[src/rtl/claa_serial_ctrl.sv]
// Nibble-serial multi-precision add/subtract sequencer driving an external
// 4-bit carry-lookahead adder one slice per cycle, LSB nibble first.
module claa_serial_ctrl #(
    parameter int WIDTH = 16  // multiple of 4, >= 8
) (
    input  logic             clk,
    input  logic             rst_n,
    input  logic             in_valid,
    output logic             in_ready,
    input  logic [WIDTH-1:0] op_a,
    input  logic [WIDTH-1:0] op_b,
    input  logic             sub,
    output logic             out_valid,
    input  logic             out_ready,
    output logic [WIDTH-1:0] sum,
    output logic             cout,
    output logic             ovf,
    output logic [3:0]       cla_a,
    output logic [3:0]       cla_b,
    output logic             cla_cin,
    input  logic [3:0]       cla_s,
    input  logic             cla_c3,
    input  logic             cla_c4
);

    localparam int NIBBLES = WIDTH / 4;
    localparam int IDX_W   = (NIBBLES > 1) ? $clog2(NIBBLES) : 1;
    localparam logic [IDX_W-1:0] LAST_IDX = IDX_W'(NIBBLES - 1);

    typedef enum logic [1:0] {IDLE, RUN, DONE} state_t;

    state_t             state;
    logic [WIDTH-1:0]   a_reg;
    logic [WIDTH-1:0]   b_reg;
    logic               carry;
    logic [IDX_W-1:0]   idx;

    // Slice offset is idx*4; concatenation keeps the select width explicit.
    logic [IDX_W+1:0]   bit_ofs;
    assign bit_ofs = {idx, 2'b00};

    // in_ready is held low while reset is asserted so every output reads 0.
    assign in_ready  = rst_n && (state == IDLE);
    assign out_valid = (state == DONE);

    // The claa is combinational, so the slice is presented in the same cycle.
    assign cla_a   = (state == RUN) ? a_reg[bit_ofs +: 4] : 4'h0;
    assign cla_b   = (state == RUN) ? b_reg[bit_ofs +: 4] : 4'h0;
    assign cla_cin = (state == RUN) ? carry : 1'b0;

    // NOTE: every register, including the operand latches, is cleared by the
    // async reset so an aborted operation leaves no trace behind.
    always_ff @(posedge clk or negedge rst_n) begin
        if (!rst_n) begin
            state <= IDLE;
            a_reg <= '0;
            b_reg <= '0;
            carry <= 1'b0;
            idx   <= '0;
            sum   <= '0;
            cout  <= 1'b0;
            ovf   <= 1'b0;
        end else begin
            unique case (state)
                IDLE: begin
                    if (in_valid) begin
                        a_reg <= op_a;
                        // Subtraction is A + ~B + 1: invert B here, inject the +1 as carry-in.
                        b_reg <= sub ? ~op_b : op_b;
                        carry <= sub;
                        idx   <= '0;
                        sum   <= '0;
                        cout  <= 1'b0;
                        ovf   <= 1'b0;
                        state <= RUN;
                    end
                end
                RUN: begin
                    sum[bit_ofs +: 4] <= cla_s;
                    carry <= cla_c4;
                    idx   <= idx + 1'b1;
                    if (idx == LAST_IDX) begin
                        cout  <= cla_c4;
                        ovf   <= cla_c3 ^ cla_c4;
                        state <= DONE;
                    end
                end
                DONE: begin
                    if (out_ready) state <= IDLE;
                end
                default: state <= IDLE;
            endcase
        end
    end

endmodule
[config.mk]
export PLATFORM = sky130hd
export DESIGN_NAME = claa_serial_ctrl
export DESIGN_NICKNAME = d
export VERILOG_FILES = /design/src/rtl/claa_serial_ctrl.sv
export SDC_FILE = /design/constraint.sdc
export NUM_CORES = 1
export LEC_CHECK = 0
export ABC_AREA = 1
export CORE_ASPECT_RATIO = 1.4
export CORE_MARGIN = 2
export CORE_UTILIZATION = 49
export CTS_CLUSTER_SIZE = 30
export DETAILED_ROUTE_END_ITERATION = 10
export PLACE_DENSITY = 0.8
export SETUP_SLACK_MARGIN = 0.3
export SYNTH_ARGS = -nofsm -noshare
export SYNTH_HDL_FRONTEND = slang
export SYNTH_SLANG_ARGS = --single-unit
export TNS_END_PERCENT = 10
[constraint.sdc]
create_clock -name clk -period 2 [get_ports clk]
set_input_delay 0.6 -clock clk [delete_from_list [all_inputs] [get_ports clk]]
set_output_delay 0.6 -clock clk [all_outputs]
set_load 0.03 [all_outputs]
==> reports/metrics.yaml, run 1 <==
synth:
  ys_seq_area_frac: 0.500
  synthArstFlopShare: 1.00
  netlist_top_cells_area: "dfrtp_1 (50%), nand2_1 (13%), nand3_1 (7.5%)"
  synthCells: 343
  ys_types: 24
  syn_area_um2: 2750
  synth_seq_cells: 55
  avgSynthCellArea_um2: 8.03
  yosysTopAreaCell: "dfrtp_1"
  synth_fp_nets: 391
  synth_edf_count: 0
  yosys_warnings: 0
  synth_top_area_share: 0.500
  synthFlopType: "dfrtp_1"
routing:
  vias_per_cell: 5.07
  num_vias: 2478
  antenna_left: 0
  totalWireLength_um: 6610
  drt-initial-drc-count: 100
  route.detailed.drc: 0
  avgRoutedWirePerCell_um: 13.5
  drt_pass1_iterations: 4
floorplan:
  die_w_um: 67.4
  placementRows: 32
  die_y_um: 92.7
  core_area_um2: 5490
  ios: 72
  dieArea_um2: 6240
  start_util: 0.502
worst_setup_path:
  cp.required_ns: 1.40
  crit_arrival_ns: 1.43
  cp-endpoint: "cla_b[3]"
  rrSetupSlack_ns: 0.39
  path_max_fanout: 8
  path_class: "flop to primary output"
  crit_path_end_kind: "primary output"
  critPathLaunchType: "flop"
  r2r-end: "sum[10]$_DFFE_PN0P_"
  worst_r2r_path_depth: 8
  reg2reg_from: "idx[0]$_DFFE_PN0P_"
  crit_start: "idx[0]$_DFFE_PN0P_"
cells_and_area:
  num-nets-final: 468
  layout_common_cells: "nand2_1 (92), dfrtp_1 (55), inv_1 (41), clkdlybuf4s50_1 (41), nand3_1 (35)"
  finish.utilization: 0.699
  final_common_cell: "nand2_1"
  drive_above_1_share: 0.145
  areaGrowthSynthToFinish_pct: 39.3
  num_antenna_cells: 0
  fillers: 426
  fin_area_um2: 3840
sta:
  max_freq_ghz: 0.493
  period_needed_ns: 2.03
  slew_headroom: 0.545
  hold_violations: 0
  rsz0062_at_grt: "true"
  fin_ws_ns: -0.0299
  clock_skew_ns: 0.00690
  final.setup.tns_ns: -0.0608
  finalMaxSlewViolations: 0
  setup_violations: 4
  worstMarginPinSlew_ns: 0.683
  period_share: 1.01
worst_hold_path:
  hp-class: "input port to async pin"
grt:
  grt_antenna_before_repair: 0
  gr-usage-all-layers: 0.223
  grt_pass1_wl_um: 10600
  gr-total-overflow: 0
  grt_pass1_vias: 2385
  grt_max_degree: 56
clock_tree:
  numCtsBuffers: 5
  htreeDepth: 2
  holdBufCountCts: 0
  clock_latency_ns: 0.31
  clockBufferDepth: 2
  path_clk_slew_ns: 0.10
  cts_tree: "done"
  cts_sinks: 55
  cts_root_buf: "clkbuf_8"
pwr:
  leakage_nw: 1.86
  ir_worst_vdd_v: 0.000793
  power_density_nw_per_um2: 1560
placement:
  place_area_um2: 3590
  dp_hpwl_um: 4770
  port-buffer-count: 71
  gp_congestion: 0.825
status:
  violations: "negative setup slack"
  status: "finished with violations"
job:
  cap_violations: 0
## power by group
group | switching [mW] | internal, mW | total (mW)
Combinational | 2.09 | 1.31 | 3.40
Clock | 0.354 | 0.406 | 0.760
Sequential | 0.231 | 1.57 | 1.80
Total | 2.68 | 3.29 | 5.97
## worst max-delay path, cell delays in order, from the launching register on
cell     delay [ns]
dfrtp_1        0.42
buf_4          0.18
nand2_1        0.10
nand3_2        0.10
a21oi_2        0.17
buf_6          0.15
## what timing repair did
item,in CTS,in global routing
resized for setup,48,23
setup endpoints to repair,29,36
setup buffers,1,1
pin swaps,8,9
hold endpoints to repair,0,0
## layout make-up
type,count,area (um2),area share
well taps,68,85.1,0.0222
clock inverters,2,35.0,0.00913
multi-input cells,226,1220,0.318
inverters,46,174,0.0453
clock buffers,6,82.6,0.0215
repair buffers,86,865,0.225
flip-flops and latches,55,1380,0.359
## cells in the mapped netlist, types with 2 or more instances
cell      count
ha_1          5
buf_4         3
o21ai_0      26
nand3b_1      2
clkbuf_1      2
dfrtp_1      55
buf_2         8
nand3_1      41
o21ai_1      17
inv_1        42
a21oi_1       8
inv_2         3
nor2_1       11
nand2_1      95
xnor2_1      16
## per-layer routing
metal / wire length (um) / track usage / part of all wire
met3: 236 / 0.0304 / 0.036
met1: 2640 / 0.263 / 0.40
met4: 99 / 0.0646 / 0.015
met5: 0 / 0 / 0
met2: 3630 / 0.410 / 0.55
## logic make-up (layout without fill, tap and decap cells)
| kind of cell | after synthesis | after routing | share of synthesized area |
|---|---|---|---|
| compound gates | 53 | 53 | 0.0981 |
| buf+inv | 62 | 140 | 0.0940 |
| fa+ha+maj | 5 | 5 | 0.0227 |
| flops | 55 | 55 | 0.500 |
| xor+xnor | 16 | 16 | 0.0509 |
| simple gates | 152 | 152 | 0.234 |
## worst min path at each step
stage | to | depth (start not counted)
floorplan | a_reg[0]$_DFFE_PN0P_ | 0
global placement | b_reg[11]$_DFFE_PN0P_ | 2
detailed placement | b_reg[7]$_DFFE_PN0P_ | 2
CTS | sum[10]$_DFFE_PN0P_ | 2
global route | sum[10]$_DFFE_PN0P_ | 2
finish | sum[10]$_DFFE_PN0P_ | 2
## per-stage QoR
step	hold slack [ns]	power, mW	setup WS (ns)	std cells
after detailed placement	0.474	4.90	0.181	479
after floorplan	0.304	3.84	0.246	343
after global routing	0.513	6.37	-0.0790	489
final	0.437	5.97	-0.0299	489
after global placement	0.467	4.79	0.194	479
after CTS	0.472	5.89	-0.0129	488
No activity file was read; power rests on OpenSTA's default activity.
==> run 2: changes to the inputs <==
Settings changed: CAP_MARGIN set to 30.
==> results of run 2 <==
Final layout, timing and power as in run 1 (identical DEF).
